[src/rtl/phase_decimator.sv]
// phase_decimator: unwraps a wrapped phase stream by successive differences, averages
// 2^LOG2_DEC differences into a mean frequency word, and queues results in a
// first-word-fall-through FIFO behind an AXI-Stream master.
// Optional build macro ROUND_EN: round the mean half toward +inf instead of truncating.
module phase_decimator #(
  parameter int unsigned DATA_WIDTH = 32,
  parameter int unsigned LOG2_DEC   = 10,
  parameter int unsigned FIFO_AW    = 4
) (
  input  logic                  clk,
  input  logic                  rst,
  input  logic                  en,
  input  logic [DATA_WIDTH-1:0] s_axis_tdata,
  input  logic                  s_axis_tvalid,
  output logic [DATA_WIDTH-1:0] m_axis_tdata,
  output logic                  m_axis_tvalid,
  input  logic                  m_axis_tready,
  output logic [FIFO_AW:0]      fifo_level,
  output logic [15:0]           ovf_count
);

  localparam int unsigned SumW  = DATA_WIDTH + LOG2_DEC;
  localparam int unsigned Depth = 2 ** FIFO_AW;

  typedef enum logic {StSeed, StRun} state_e;

  state_e r_state, w_state_d;

  logic [DATA_WIDTH-1:0]  r_prev;
  logic signed [SumW-1:0] r_sum;
  logic [LOG2_DEC-1:0]    r_cnt;
  logic [DATA_WIDTH-1:0]  r_res;
  logic                   r_res_vld;

  logic [DATA_WIDTH-1:0]  r_mem [Depth];
  logic [FIFO_AW:0]       r_wptr, r_rptr;
  logic [DATA_WIDTH-1:0]  r_last;
  logic [15:0]            r_ovf;

  logic [DATA_WIDTH-1:0]  w_delta;
  logic signed [SumW-1:0] w_acc;
  logic [DATA_WIDTH-1:0]  w_res;
  logic                   w_close;
  logic [FIFO_AW:0]       w_level;
  logic                   w_empty, w_full, w_pop, w_push_req, w_push, w_drop;

  // Modulo difference: a wrap of the phase word still yields the small true step.
  assign w_delta = s_axis_tdata - r_prev;
  assign w_acc   = r_sum + $signed({{LOG2_DEC{w_delta[DATA_WIDTH-1]}}, w_delta});
  assign w_close = (r_cnt == '1);

`ifdef ROUND_EN
  localparam logic [SumW:0] RndHalf = (SumW + 1)'(1) << (LOG2_DEC - 1);
  logic signed [SumW:0] w_rnd;
  assign w_rnd = $signed({w_acc[SumW-1], w_acc} + RndHalf);
  assign w_res = w_rnd[SumW-1:LOG2_DEC];
`else
  // Upper slice of the sum is the arithmetic shift truncated to DATA_WIDTH.
  assign w_res = w_acc[SumW-1:LOG2_DEC];
`endif

  // FSM state register.
  always_ff @(posedge clk or posedge rst) begin
    if (rst) r_state <= StSeed;
    else     r_state <= w_state_d;
  end

  // Next state: disabling returns to seeding; the first strobe only seeds.
  always_comb begin
    w_state_d = r_state;
    if (!en) begin
      w_state_d = StSeed;
    end else if (s_axis_tvalid && r_state == StSeed) begin
      w_state_d = StRun;
    end
  end

  // Accumulate deltas; on the window-closing strobe register the mean and restart.
  always_ff @(posedge clk or posedge rst) begin
    if (rst) begin
      r_prev    <= '0;
      r_sum     <= '0;
      r_cnt     <= '0;
      r_res     <= '0;
      r_res_vld <= 1'b0;
    end else begin
      r_res_vld <= 1'b0;
      if (!en) begin
        r_sum <= '0;
        r_cnt <= '0;
      end else if (s_axis_tvalid) begin
        r_prev <= s_axis_tdata;
        if (r_state == StRun) begin
          r_cnt <= r_cnt + 1'b1;
          if (w_close) begin
            r_sum     <= '0;
            r_res     <= w_res;
            r_res_vld <= 1'b1;
          end else begin
            r_sum <= w_acc;
          end
        end
      end
    end
  end

  assign w_level    = r_wptr - r_rptr;
  assign w_empty    = (w_level == '0);
  assign w_full     = (w_level == (FIFO_AW + 1)'(Depth));
  assign w_pop      = !w_empty && m_axis_tready;
  // A result still pending when en drops is discarded.
  assign w_push_req = r_res_vld && en;
  assign w_push     = w_push_req && (!w_full || w_pop);
  assign w_drop     = w_push_req && w_full && !w_pop;

  // FIFO storage; contents are don't-care until written, so no reset.
  always_ff @(posedge clk) begin
    if (w_push) r_mem[r_wptr[FIFO_AW-1:0]] <= r_res;
  end

  // FIFO pointers, last-popped word and saturating overflow counter.
  always_ff @(posedge clk or posedge rst) begin
    if (rst) begin
      r_wptr <= '0;
      r_rptr <= '0;
      r_last <= '0;
      r_ovf  <= '0;
    end else begin
      if (w_push) r_wptr <= r_wptr + 1'b1;
      if (w_pop) begin
        r_rptr <= r_rptr + 1'b1;
        r_last <= r_mem[r_rptr[FIFO_AW-1:0]];
      end
      if (w_drop && r_ovf != 16'hFFFF) r_ovf <= r_ovf + 16'd1;
    end
  end

  assign m_axis_tvalid = !w_empty;
  assign m_axis_tdata  = w_empty ? r_last : r_mem[r_rptr[FIFO_AW-1:0]];
  assign fifo_level    = w_level;
  assign ovf_count     = r_ovf;

endmodule
[config.mk]
export PLATFORM = sky130hd
export DESIGN_NAME = phase_decimator
export DESIGN_NICKNAME = d
export VERILOG_FILES = /design/src/rtl/phase_decimator.sv
export SDC_FILE = /design/constraint.sdc
export NUM_CORES = 1
export LEC_CHECK = 0
export CAP_MARGIN = 25
export CORE_UTILIZATION = 55
export DETAILED_ROUTE_END_ITERATION = 10
export PLACE_DENSITY = 0.79
export SLEW_MARGIN = 20
export SYNTH_ARGS = -nofsm -noshare
export SYNTH_HDL_FRONTEND = slang
export SYNTH_SLANG_ARGS = --single-unit
[constraint.sdc]
create_clock -name clk -period 7.15 [get_ports clk]
set_input_delay 1.43 -clock clk [delete_from_list [all_inputs] [get_ports clk]]
set_output_delay 1.43 -clock clk [all_outputs]
set_load 0.01 [all_outputs]
==> results.yml <==
clock_network:
  htree_levels: 3
  cts_resized: 0
  cts_setup_buffers: 0
  clockBufferDepth: 3
  cts_sinks: 688
  cts_tree: "done"
  cts_root_buf: "clkbuf_16"
  ctsHoldBuffers: 0
  clock_latency_ps: 620
  numCtsBuffers: 71
  path_clk_slew_ps: 50
setup_path:
  cp.required_ps: 7630
  crit_chain: "clkdlybuf4s50_1, inv_1, ha_1, fa_1, nor2b_1, o211ai_1, o211a_1, a21oi_1, o221ai_1, o21ai_1, a221o_1, a21o_1, a21oi_1, xnor2_1, ha_1, a21oi_1, a21boi_0, o21ai_0, a21o_1, a31o_1, a21oi_2, o21bai_1, xor2_1, mux2_2"
  timing_worst_setup_path_type: "in -> reg"
  r2r_slack_ps: 1890
  cp_common_cell: "a21oi_1"
  crit_buf_inv: 2
  crit_fanout: 5
  crit_family: "compound AO/OA/AOI/OAI gates"
  rr_startpoint: "r_prev[0]"
  cp-end-kind: "flip-flop"
  cp-start-kind: "input pin"
  rr_worst_depth: 22
  crit_path_top_delay_cell: "clkdlybuf4s50_1"
  cp.arrival_ps: 6700
  timing.rr.end: "r_res[27]"
  slowest_delay_ps: 480
floorplanning:
  die_w_um: 237
  fp.dieH_um: 237
  ios: 91
  die-area_um2: 56000
  core.rowCount: 85
  initial_utilization_pct: 55.9
  design.core.area_um2: 54100
routing:
  via_per_inst: 6.16
  antenna_left: 0
  drc: 0
  dr.pass1.iters: 5
  avgRoutedWirePerCell_um: 24.8
  num_vias: 17100
  drtIter0Drc: 1762
  wirelength_um: 69000
place:
  placed_cell_area_um2: 32200
  dp_hpwl_um: 39800
  port-buffer-count: 90
  gp_congestion: 0.846
global_route:
  antenna_found_initial: 1
  overflow: 0
  grt_max_degree: 115
  grt_first_pass_wirelength_um: 106000
  met1_usage_pct: 33.8
  use_met3_pct: 3.96
  use_met2_pct: 43.1
  gr-max-usage-layer: "met2"
  grt_usage_pct: 25.3
  grt_pass1_vias: 17900
cells_and_area:
  layout-drive-gt1-share_pct: 19.4
  syn2layout_area_growth_pct: 14.9
  final_cell_mix: "edfxtp_1 (512), nand2_1 (203), dfrtp_1 (174)"
  nFillCells: 3640
  final_common_cell: "edfxtp_1"
  finish.net_count: 2157
  diodes: 0
  final_area_um2: 34800
logic_synthesis:
  async_flop_share_pct: 25.6
  syn_area_um2: 30300
  synthFlopType: "edfxtp_1"
  synth-seq-cells: 688
  postSynthCellCount: 1905
  ys_types: 73
  yosysSeqAreaShare_pct: 65.4
  synth_edf_count: 512
  yosysWarningCount: 0
  avgSynthCellArea_um2: 15.9
  synth_nets: 2033
sta:
  fin_crit_ps: 6230
  skew_ps: 25.0
  rsz0062_at_grt: "false"
  tns_ps: 0
  slew_headroom_pct: 27.7
  timing.fmax_mhz: 161
  worst_pin_slew_ps: 1080
  fin_crit_sh_pct: 87.1
  hold_viol: 0
  drv_slew: 0
  finalSetupViolCount: 0
flow_run:
  max-cap-violations: 0
hold_path:
  hold_depth: 2
  holdPathEnd: "r_last[3]"
  hp-class: "reg -> reg"
  holdCritStartpoint: "r_last[3]"
power:
  power_density_nw_per_um2: 303
  vdd_ir_drop_max_v: 0.000252
  cellLeakagePower_nw: 14.4
outcome:
  run_status: "completed"
## power by group
part	internal (W)	switching, W	leakage [nW]	total [W]
Combinational	0.000898	0.00127	4.90	0.00217
Sequential	0.00432	0.0000570	8.32	0.00438
Clock	0.00240	0.00158	1.23	0.00398
## per-stage QoR
step	cells	power, W	setup WS [ps]	utilization, %	hold WS [ps]
after floorplan	1905	0.00611	946	-	440
after CTS	2781	0.0106	1070	64.1	474
after detailed placement	2649	0.00662	447	59.4	461
after global placement	2647	0.00658	489	59.4	451
final	2784	0.0105	923	64.2	472
after global routing	2784	0.0109	478	64.2	501
## worst max path at each step
| stage | start | endpoint | slack [ps] | cells past startpoint |
|---|---|---|---|---|
| 5_1_grt | s_axis_tdata[6] | r_res[29] | 480 | 23 |
| 2_1_floorplan | rst | ovf_count[0] | 950 | 1 |
| 3_3_place_gp | s_axis_tdata[0] | r_res[27] | 490 | 25 |
| 4_1_cts | s_axis_tdata[0] | r_sum[41] | 1070 | 25 |
| 6_report | s_axis_tdata[0] | r_res[27] | 920 | 24 |
| 3_5_place_dp | s_axis_tdata[0] | r_sum[41] | 450 | 25 |
## tightest hold or removal path, stage by stage, from the launching register on
cell     delay (ps)
dfrtp_1         340
nand2_1          50
nand2_1          50
## cell usage after synthesis (13+ instances only)
master / count / area (um2)
edfxtp_1: 512 / 15400
xor2_1: 34 / 298
o21ai_0: 62 / 310
nor2_1: 54 / 203
nand2_1: 203 / 762
ha_1: 88 / 1100
xnor2_1: 63 / 552
mux4_2: 160 / 3600
a21o_1: 33 / 248
a22o_1: 31 / 272
nand4_1: 15 / 93.8
buf_1: 17 / 63.8
and2_1: 13 / 81.3
o21ai_1: 14 / 70.1
clkbuf_1: 47 / 176
mux2_2: 60 / 676
dfrtp_1: 176 / 4400
a21oi_1: 75 / 375
nand3_1: 24 / 120
inv_1: 69 / 259
## cells by family (layout without fill, tap and decap cells)
group | Yosys count | count (layout) | synth area share [%]
simple gates | 374 | 374 | 5.60
compound gates | 287 | 287 | 6.24
fa+ha+maj | 91 | 91 | 3.84
flops | 688 | 688 | 65.4
xor+xnor | 98 | 98 | 2.89
mux | 222 | 222 | 14.2
buf+inv | 145 | 328 | 1.84
## metal layers
layer | wire length, um | share of wire, %
met4 | 1620 | 2.3
met3 | 4830 | 7.0
met2 | 34900 | 51
met5 | 0 | 0
met1 | 27600 | 40
## area by class of cell
| cell class | instances | area [um2] | share of cell area (%) |
|---|---|---|---|
| Inverter | 70 | 270 | 0.777 |
| Timing Repair Buffer | 126 | 1270 | 3.65 |
| Clock buffer | 84 | 1870 | 5.37 |
| Sequential cell | 688 | 19800 | 56.9 |
| Clock inverter | 48 | 653 | 1.88 |
| Multi-Input combinational cell | 1072 | 10100 | 28.9 |
| Tap cell | 696 | 871 | 2.50 |
## sequential cells by signal, summed over array words and instances (netlist names)
name,count
r_res_vld,1
r_sum,42
r_last,32
r_res,32
r_cnt,10
r_state,1
r_wptr,5
r_prev,32
r_rptr,5
r_mem,512
ovf_count,16
Note: power is estimated with default switching activity, not from simulation.
==> variant, RTL diff (same settings) <==
Put a register stage on the output `fifo_level`, cleared by the reset. The value now appears one clock later. The other outputs are not delayed to match.
--- a/src/rtl/phase_decimator.sv
+++ b/src/rtl/phase_decimator.sv
@@ -137,7 +137,13 @@
 
   assign m_axis_tvalid = !w_empty;
   assign m_axis_tdata  = w_empty ? r_last : r_mem[r_rptr[FIFO_AW-1:0]];
-  assign fifo_level    = w_level;
+  always_ff @(posedge clk or posedge rst) begin
+    if (rst) begin
+      fifo_level <= '0;
+    end else begin
+      fifo_level <= w_level;
+    end
+  end
   assign ovf_count     = r_ovf;
 
 endmodule
Function: same outputs for any inputs over 4 cycles, from zero or initial values and one cycle with rst high; that may be too few to reach the edited logic, so the function may still have changed.
==> variant against the original RTL <==
  * Sequential cell count grew 5
  * Wire length up 5.2%
  * Worst setup slack lost 0.13 ns
  * Clock power shrank 4%
  * Maximum frequency fell by 2.1%
  * Design area grew 1.3%
  * Synthesized area up 1.5%
  * Power about the same
  * Sequential share of layout area fell by 0.40 points
  * Largest power group unchanged
==> variant: results (changes against the original RTL) <==
stage	metric	value	unit	change
global_route	gr-usage-met1	34.8	%	+0.93 points
floorplanning	die_area	56800	um^2	+1.5%
synth	synth-compound-area-share	6.78	%	+0.53 points
power_and_ir_drop	p_seq	4.52	mW	+3%
layout	drive_gt1_share	18.2	%	-1.2 points
synth	ys_top_cells_by_count	edfxtp_1, nand2_1, dfrtp_1		
layout	buffer_area_share	3.84	%	+0.19 points
layout	multiInputGateArea	10300	um^2	+2.9%
route	dr_wl_met3	5920	um	+23%
layout	nets	2261		+4.8%
global_route	grt_start_max_net_pins	133		+16%
worst_hold_path	hold_path_end	r_last[20]		
synth	async_reset_ff_share	26.1	%	+0.54 points
layout	multi_input_gates	1159		+8.1%
route	drt-met1-wl	28600	um	+3.7%
power_and_ir_drop	peakVddDrop	0.000276	V	+9.6%
layout	fillers	3815		+4.8%
power_and_ir_drop	p_int	7.51	mW	-1.4%
critical_path	r2r-end	r_sum[41]		
synth	syn_nets	2135		+5.0%
power_and_ir_drop	p_leak	14.5	nW	+0.35%
synth	yosysSeqAreaShare	64.8	%	-0.56 points
synth	muxShareOfSynthArea	13.5	%	-0.74 points
route	drtIter0Drc	1776		+0.79%
critical_path	reg2reg_slack	1.76	ns	-0.13 ns
synth	synth_xor_area_share	2.50	%	-0.39 points
route	wl_per_cell	24.7	um	-0.44%
synth	synth_adder_area_share	3.78	%	-0.057 points
outcome	status	finished clean		
layout	final-clk-cell-share	6.82	%	-0.43 points
layout	nNonClkInverters	75		+7.1%
[variant: cell count changes after synthesis, sizes merged, moves of 8 or more]
cell / unedited run / this run
a21o: 33 / 25
o21a: 5 / 15
nor2: 54 / 71
xor2: 34 / 24
nor3: 10 / 20
nand2: 203 / 250
o21ai: 76 / 87
clkbuf: 47 / 56
mux2: 62 / 44
[variant: worst max-delay path by stage]
| stage | from | end | slack [ns] | cells past startpoint |
|---|---|---|---|---|
| after floorplan | rst | fifo_level[0] | 0.80 | 1 |
| after global placement | s_axis_tdata[0] | r_res[31] | 0.43 | 23 |
| after detailed placement | s_axis_tdata[0] | r_sum[41] | 0.30 | 23 |
| after CTS | s_axis_tdata[0] | r_sum[41] | 0.91 | 23 |
| after global routing | s_axis_tdata[0] | r_sum[41] | 0.23 | 23 |
| final | s_axis_tdata[0] | r_sum[41] | 0.79 | 23 |
[variant: cells by family after synthesis]
family,Yosys count
buf+inv,155
mux,208
compound gates,313
fa+ha+maj,91
simple gates,461
xor+xnor,86
flops,693
[variant: worst min-delay path: cells and delay by family, from the launching register on]
kind             cells  cell delay (ns)
AND/OR/NAND/NOR      2             0.10
flip-flops           1             0.34
[variant: per-stage QoR]
| stage | cell area (um^2) | hold WS [ns] | power (mW) | util, % | cells |
|---|---|---|---|---|---|
| 2_1_floorplan | 30700 | 0.440 | 6.24 | - | 2007 |
| 3_3_place_gp | 32700 | 0.451 | 6.72 | 59.3 | 2800 |
| 3_5_place_dp | 32800 | 0.456 | 6.76 | 59.5 | 2805 |
| 4_1_cts | 35200 | 0.471 | 10.6 | 63.9 | 2939 |
| 5_1_grt | 35200 | 0.491 | 10.9 | 64.0 | 2941 |
| 6_report | 35200 | 0.470 | 10.5 | 64.0 | 2941 |
